## src/rtl/mem_port_arbiter_pkg.sv

```systemverilog
// Shared types and default sizes for the two-port memory arbiter.
package mem_port_arbiter_pkg;

    localparam int DEF_ADDR_W    = 16;
    localparam int DEF_DATA_W    = 8;
    localparam int DEF_BURST_LEN = 4;

    typedef enum logic [1:0] {
        IDLE  = 2'd0,
        BURST = 2'd1,
        DONE  = 2'd2
    } state_t;

    typedef enum logic {
        OP_RD = 1'b0,
        OP_WR = 1'b1
    } op_t;

endpackage

```

## src/rtl/mem_port_arbiter_rr.sv

```systemverilog
// Two-way round-robin pick: a lone requester wins, a tie goes to rr_ptr.
module rr_arbiter_2 (
    input  logic [1:0] req,
    input  logic       rr_ptr,
    output logic       gnt_idx
);

    // Tie-break on rr_ptr, otherwise take whichever port is asking.
    always_comb begin
        gnt_idx = 1'b0;
        if (req == 2'b11)
            gnt_idx = rr_ptr;
        else if (req[1])
            gnt_idx = 1'b1;
    end

endmodule

```

## src/rtl/mem_port_arbiter.sv

```systemverilog
// Shares one memory port between two cache controllers, running one
// BURST_LEN-beat block read or write-back at a time.
// Optional watchdog abort: define MEM_PORT_ARBITER_TIMEOUT_EN (adds err).
module mem_port_arbiter
    import mem_port_arbiter_pkg::*;
#(
    parameter int ADDR_W    = DEF_ADDR_W,
    parameter int DATA_W    = DEF_DATA_W,
    parameter int BURST_LEN = DEF_BURST_LEN
`ifdef MEM_PORT_ARBITER_TIMEOUT_EN
    ,
    parameter int TIMEOUT   = 64
`endif
) (
    input  logic              clock,
    input  logic              reset,
    input  logic              req0_rd,
    input  logic              req0_wr,
    input  logic [ADDR_W-1:0] req0_addr,
    input  logic [DATA_W-1:0] req0_wdata,
    output logic              req0_gnt,
    output logic [DATA_W-1:0] req0_rdata,
    output logic              req0_rvalid,
    output logic              req0_wnext,
    output logic              req0_done,
    input  logic              req1_rd,
    input  logic              req1_wr,
    input  logic [ADDR_W-1:0] req1_addr,
    input  logic [DATA_W-1:0] req1_wdata,
    output logic              req1_gnt,
    output logic [DATA_W-1:0] req1_rdata,
    output logic              req1_rvalid,
    output logic              req1_wnext,
    output logic              req1_done,
    output logic [ADDR_W-1:0] addr_mem,
    output logic              rd_mem,
    output logic              wr_mem,
    output logic [DATA_W-1:0] wdata_mem,
    input  logic [DATA_W-1:0] rdata_mem,
    input  logic              ready_mem,
    output logic              busy
`ifdef MEM_PORT_ARBITER_TIMEOUT_EN
    ,
    output logic              err
`endif
);

    localparam int                BW        = $clog2(BURST_LEN);
    localparam logic [ADDR_W-1:0] BLK_MASK  = ~ADDR_W'(BURST_LEN - 1);
    localparam logic [BW-1:0]     LAST_BEAT = BW'(BURST_LEN - 1);

    state_t            state;
    op_t               op;
    logic              owner;
    logic              rr_ptr;
    logic [BW-1:0]     beat;
    logic [1:0]        gnt_q;
    logic [1:0]        done_q;
    logic              rd_q;
    logic              wr_q;
    logic              busy_q;
    logic [ADDR_W-1:0] addr_q;

    logic [1:0]        req_any;
    logic              win;
    logic              win_wr;
    logic [ADDR_W-1:0] win_addr;
    logic              timeout_hit;
    logic              burst_end;
    logic              is_rd;

    assign req_any  = {req1_rd | req1_wr, req0_rd | req0_wr};
    // A write on the winning port takes priority; its read stays pending.
    assign win_wr   = win ? req1_wr : req0_wr;
    assign win_addr = win ? req1_addr : req0_addr;

    rr_arbiter_2 u_arb (
        .req     (req_any),
        .rr_ptr  (rr_ptr),
        .gnt_idx (win)
    );

`ifdef MEM_PORT_ARBITER_TIMEOUT_EN
    localparam int WDW = $clog2(TIMEOUT);
    logic [WDW-1:0] wd_cnt;
    logic           err_q;

    assign timeout_hit = (state == BURST) && !ready_mem && (wd_cnt == WDW'(TIMEOUT - 1));
    assign err         = err_q;

    // Watchdog: cycles in BURST since entry or the last ready; err rides with done.
    always_ff @(posedge clock or posedge reset) begin
        if (reset) begin
            wd_cnt <= '0;
            err_q  <= 1'b0;
        end else begin
            err_q <= timeout_hit;
            if (state != BURST || ready_mem)
                wd_cnt <= '0;
            else
                wd_cnt <= wd_cnt + WDW'(1);
        end
    end
`else
    assign timeout_hit = 1'b0;
`endif

    assign burst_end = (state == BURST) && ((ready_mem && beat == LAST_BEAT) || timeout_hit);

    // Main sequencer: grant, step beats on ready, pulse done, rotate priority.
    always_ff @(posedge clock or posedge reset) begin
        if (reset) begin
            state  <= IDLE;
            op     <= OP_RD;
            owner  <= 1'b0;
            rr_ptr <= 1'b0;
            beat   <= '0;
            gnt_q  <= '0;
            done_q <= '0;
            rd_q   <= 1'b0;
            wr_q   <= 1'b0;
            busy_q <= 1'b0;
            addr_q <= '0;
        end else begin
            case (state)
                IDLE: begin
                    if (|req_any) begin
                        state  <= BURST;
                        owner  <= win;
                        op     <= win_wr ? OP_WR : OP_RD;
                        beat   <= '0;
                        addr_q <= win_addr & BLK_MASK;
                        gnt_q  <= win ? 2'b10 : 2'b01;
                        busy_q <= 1'b1;
                        rd_q   <= ~win_wr;
                        wr_q   <= win_wr;
                    end
                end
                BURST: begin
                    if (burst_end) begin
                        state  <= DONE;
                        gnt_q  <= '0;
                        busy_q <= 1'b0;
                        rd_q   <= 1'b0;
                        wr_q   <= 1'b0;
                        beat   <= '0;
                        addr_q <= '0;
                        done_q <= owner ? 2'b10 : 2'b01;
                    end else if (ready_mem) begin
                        // Never the last beat here, so the block boundary is not crossed.
                        beat   <= beat + BW'(1);
                        addr_q <= addr_q + ADDR_W'(1);
                    end
                end
                DONE: begin
                    done_q <= '0;
                    rr_ptr <= ~owner;
                    state  <= IDLE;
                end
                default: state <= IDLE;
            endcase
        end
    end

    assign is_rd       = (op == OP_RD);
    assign addr_mem    = addr_q;
    assign rd_mem      = rd_q;
    assign wr_mem      = wr_q;
    assign busy        = busy_q;
    assign wdata_mem   = wr_q ? (owner ? req1_wdata : req0_wdata) : '0;

    assign req0_gnt    = gnt_q[0];
    assign req0_done   = done_q[0];
    assign req0_rvalid = gnt_q[0] & is_rd & ready_mem;
    assign req0_wnext  = gnt_q[0] & ~is_rd & ready_mem;
    assign req0_rdata  = (gnt_q[0] && is_rd) ? rdata_mem : '0;

    assign req1_gnt    = gnt_q[1];
    assign req1_done   = done_q[1];
    assign req1_rvalid = gnt_q[1] & is_rd & ready_mem;
    assign req1_wnext  = gnt_q[1] & ~is_rd & ready_mem;
    assign req1_rdata  = (gnt_q[1] && is_rd) ? rdata_mem : '0;

endmodule
```

## config.mk

```make
export PLATFORM = sky130hd
export DESIGN_NAME = mem_port_arbiter
export DESIGN_NICKNAME = d
export VERILOG_FILES = /design/src/rtl/mem_port_arbiter_pkg.sv /design/src/rtl/mem_port_arbiter_rr.sv /design/src/rtl/mem_port_arbiter.sv
export SDC_FILE = /design/constraint.sdc
export NUM_CORES = 1
export LEC_CHECK = 0
export CAP_MARGIN = 20
export CORE_UTILIZATION = 42
export DETAILED_ROUTE_END_ITERATION = 10
export HOLD_SLACK_MARGIN = 0.12
export PLACE_DENSITY = 0.95
export SKIP_LAST_GASP = 1
export SLEW_MARGIN = 20
export SYNTH_ARGS = -nofsm -noshare
export SYNTH_HDL_FRONTEND = slang
export SYNTH_HIERARCHICAL = 1
export SYNTH_SLANG_ARGS = --single-unit
```

## constraint.sdc

```tcl
create_clock -name clock -period 4.8 [get_ports clock]
set_clock_uncertainty 0.05 [all_clocks]
set_input_delay 1.2 -clock clock [delete_from_list [all_inputs] [get_ports clock]]
set_output_delay 1.2 -clock clock [all_outputs]
set_load 0.01 [all_outputs]
```

==> impl_metrics.json <==
{
  "grt_first_pass_wirelength_um": 9625,
  "antenna_violations_before_repair": 0,
  "worst_slew_margin_rel_pct": 30.94,
  "critical_path.endpoint_type": "output port",
  "num_vias": 2187,
  "worst-slew-pin-transition_ps": 1034,
  "cpPeakStageDelay_ps": 600,
  "initialDrtViolationCount": 162,
  "netlist_area_um2": 2023,
  "critical_path_arrival_ps": 2530,
  "floorplan.rows": 24,
  "design.core.area_um2": 4504,
  "top_layer_used": "met4",
  "timing_hold_violations_final": 0,
  "detailed_place_hpwl_um": 4469,
  "register_area_um2": 750.7,
  "floorplan.initialDensity_pct": 44.92,
  "fillCellCount": 340,
  "finalSetupViolCount": 0,
  "power_switching_share_pct": 41.08,
  "timing.critical_path.required_ps": 3550,
  "synth-seq-area-share_pct": 37.11,
  "cp_num_buf_inv": 2,
  "yosys.area_share.adder_pct": 1.237,
  "cp_slowest_cell": "sky130_fd_sc_hd__clkdlybuf4s50_1",
  "die_height_um": 71.41,
  "crit_family": "buffers and inverters",
  "parity_gate_share_of_the_synthesized_area_counting_xor_and_xnor_cells_pct": 0,
  "p_int_mw": 0.9732,
  "final_nets": 403,
  "rsz0062_at_grt": "no",
  "clock_power_share_pct": 12.5,
  "first_global_vias": 2093,
  "violations": "design-rule violations",
  "finish.instance_area_um2": 3229,
  "dr_wl_met2_um": 2995,
  "crit_fanout": 8,
  "num_io_pins": 114,
  "yosys.area_share.simple_pct": 26.35,
  "clock.fmax_mhz": 264.2,
  "start_kind": "input pin",
  "viasPerCell": 5.593,
  "total_leakage_power_nw": 1.300,
  "synth_top_family_by_area": "simple AND/OR/NAND/NOR gates",
  "post-route-period-util_pct": 78.84,
  "cts_inserted_buffers": 5,
  "total_routed_wirelength_um": 5838,
  "tns_ps": 0,
  "criticalPathCategory": "input pin to output port",
  "gp_routability_congestion": 0.7863,
  "muxShareOfSynthArea_pct": 11.50,
  "maxCapViolCount": 0,
  "clock_path_buffers": 2,
  "globalRoute.totalOverflow": 0,
  "final_max_slew_viol_count": 0,
  "floorplan.die_area_um2": 5099,
  "final_layout_size_suffix_gt1_share_pct": 4.720,
  "postSynthRegisterBits": 30,
  "routed_metal_1_wire_length_um": 2271,
  "cts_htree_levels": 2,
  "postCtsSetupBuffers": 0,
  "power.sequential.fraction_pct": 31.5,
  "timing.final.ws_setup_ps": 1016,
  "multiInputGateArea_um2": 1167,
  "finalWorstPathRequiredPeriod_ps": 3784,
  "vdd.ir_drop.worst_mv": 0.2909,
  "synth-warning-count": 6,
  "antenna_cells": 0,
  "master_cell_of_the_clock_root_buffer": "sky130_fd_sc_hd__clkbuf_8",
  "power_frac_comb_pct": 56.0,
  "cp_cell_sequence": "clkdlybuf4s50_1 -> and3_1 -> clkdlybuf4s50_1",
  "synthCells": 233,
  "powerDensity_nw_per_um2": 511.5,
  "cts_hold_buffers": 0,
  "place_worst_setup_slack_ps": 1021,
  "gr-usage-all-layers_pct": 24.04,
  "pin_count_of_the_biggest_net_entering_global_routing": 31,
  "post_dp_cell_area_um2": 3138,
  "switching_component_of_the_power_mw": 0.6785,
  "area_growth_pct": 59.62,
  "synth-compound-area-share_pct": 18.43,
  "dr_wl_met3_um": 531,
  "cts.repair.resized": 0,
  "mappedNetlistNets": 298,
  "path_common_cell": "sky130_fd_sc_hd__clkdlybuf4s50_1",
  "post_synth.cell_area_avg_um2": 8.683,
  "die_w_um": 71.41,
  "numPortBuffers": 109,
  "cts.sinks": 30,
  "worst_setup_hold_path_clk_slew_ps": 60,
  "status": "finished, violations left",
  "ant_nets": 0,
  "clkLatencyLatePin_ps": 280,
  "first_pass_iters": 8,
  "drc_errors": 10,
  "post_synth_num_cell_types": 42,
  "avgRoutedWirePerCell_um": 14.93,
  "worstHoldPathType": "register to register",
  "tritoncts": "built"
}
power groups by stage:
stage / Combinational, mW / Clock [mW] / Sequential (mW)
floorplan: 0.488 / 0 / 0.524
global placement: 0.898 / 0 / 0.515
detailed placement: 0.925 / 0 / 0.521
CTS: 0.929 / 0.211 / 0.517
global route: 1.00 / 0.222 / 0.547
finish: 0.925 / 0.206 / 0.520
worst reg2reg max path: cells and delay by family, from the launching register on:
kind	cells	cell delay (ps)
AOI/OAI and AO/OA	2	690
DFF	1	380
and+or+nand+nor	2	1490
metal layers:
metal  track usage (%)  vias up
met5                 0        -
met4             6.444        0
met3             6.470        5
met2             42.22      100
met1             29.11     1032
li1                  -     1050
final cells by class:
class	instances	area share [%]
Multi-Input combinational cell	176	36.15
Inverter	15	1.744
Sequential cell	30	23.25
Timing Repair Buffer	110	34.02
Tap cell	52	2.015
Clock buffer	7	2.673
Clock inverter	1	0.1550
cells in the final DEF, fill, tap and decap left out, types with 2 or more instances in the layout:
cell and count:
sky130_fd_sc_hd__a21oi_1 11, sky130_fd_sc_hd__a22o_1 3, sky130_fd_sc_hd__a31oi_1 2, sky130_fd_sc_hd__and2_1 18, sky130_fd_sc_hd__and3_1 4, sky130_fd_sc_hd__clkbuf_8 6
sky130_fd_sc_hd__clkdlybuf4s50_1 109, sky130_fd_sc_hd__dfrtp_1 30, sky130_fd_sc_hd__ha_1 2, sky130_fd_sc_hd__inv_1 14, sky130_fd_sc_hd__mux2i_1 21, sky130_fd_sc_hd__nand2_1 19
sky130_fd_sc_hd__nand2b_1 2, sky130_fd_sc_hd__nand3_1 14, sky130_fd_sc_hd__nand4_1 3, sky130_fd_sc_hd__nor2_1 6, sky130_fd_sc_hd__nor2b_1 13, sky130_fd_sc_hd__nor3_1 2
sky130_fd_sc_hd__nor4_1 4, sky130_fd_sc_hd__o21ai_0 4, sky130_fd_sc_hd__o21ai_1 12, sky130_fd_sc_hd__o22ai_1 7, sky130_fd_sc_hd__o2bb2ai_1 2, sky130_fd_sc_hd__o32a_1 6
sky130_fd_sc_hd__o32ai_1 3, sky130_fd_sc_hd__or2_1 2, sky130_fd_sc_hd__or2_2 2
sequential cells by signal, indices dropped and copies added (netlist names):
name / count
state: 2
addr_mem: 16
rd_mem: 1
wr_mem: 1
busy: 1
done_q: 2
beat: 2
gnt_q: 2
rr_ptr: 1
op: 1
owner: 1
final timing paths:
kind,slack (ps),cells past startpoint,endpoint,start
setup / recovery,1020,3,req1_wnext,ready_mem
hold / removal,430,2,beat[1],beat[1]
setup reg to reg,2110,4,addr_mem[8],state[0]
hold reg to reg,430,2,beat[1],beat[1]
max in group asynchronous,3030,2,addr_mem[1],reset
min in group asynchronous,1260,2,done_q[1],reset
Yosys cell counts (all sizes together):
cell	count	area share, %
a21boi	1	0.37
a21oi	11	2.7
a221o	1	0.49
a22o	3	1.3
a31o	1	0.43
a31oi	2	0.62
and2	18	5.6
and3	5	1.6
and4	1	0.43
buf	7	1.7
clkbuf	5	0.93
dfrtp	30	37
ha	2	1.2
inv	15	2.8
mux2	2	1.1
mux2i	21	10
nand2	19	3.5
nand2b	2	0.62
nand3	15	4.3
nand3b	1	0.37
nand4	3	0.93
nor2	6	1.1
nor2b	13	4.0
nor3	2	0.49
nor4	4	1.2
o21a	1	0.37
o21ai	16	4.0
o221ai	1	0.43
o22ai	7	2.2
o2bb2ai	2	0.87
o31a	1	0.43
o32a	6	3.0
o32ai	3	1.3
or2	4	1.2
or3	1	0.31
or4	1	0.56
logic make-up (layout without fill, tap and decap cells):
kind of cell,count (synthesis),in the layout
AO/OA/AOI/OAI,56,56
adder cells (fa/ha/maj),2,2
buffers and inverters,27,133
flip-flops,30,30
multiplexers,23,23
AND/OR/NAND/NOR,95,95
stage by stage:
| stage | hold WS [ps] | util (%) | cells | total power [mW] |
|---|---|---|---|---|
| floorplan | 392.8 | - | 233 | 1.012 |
| global placement | 407.0 | 69.67 | 383 | 1.413 |
| detailed placement | 411.5 | 69.67 | 383 | 1.446 |
| CTS | 425.0 | 71.69 | 391 | 1.657 |
| global route | 445.4 | 71.69 | 391 | 1.770 |
| finish | 430.6 | 71.69 | 391 | 1.652 |
No activity file was read; power rests on OpenSTA's default activity.
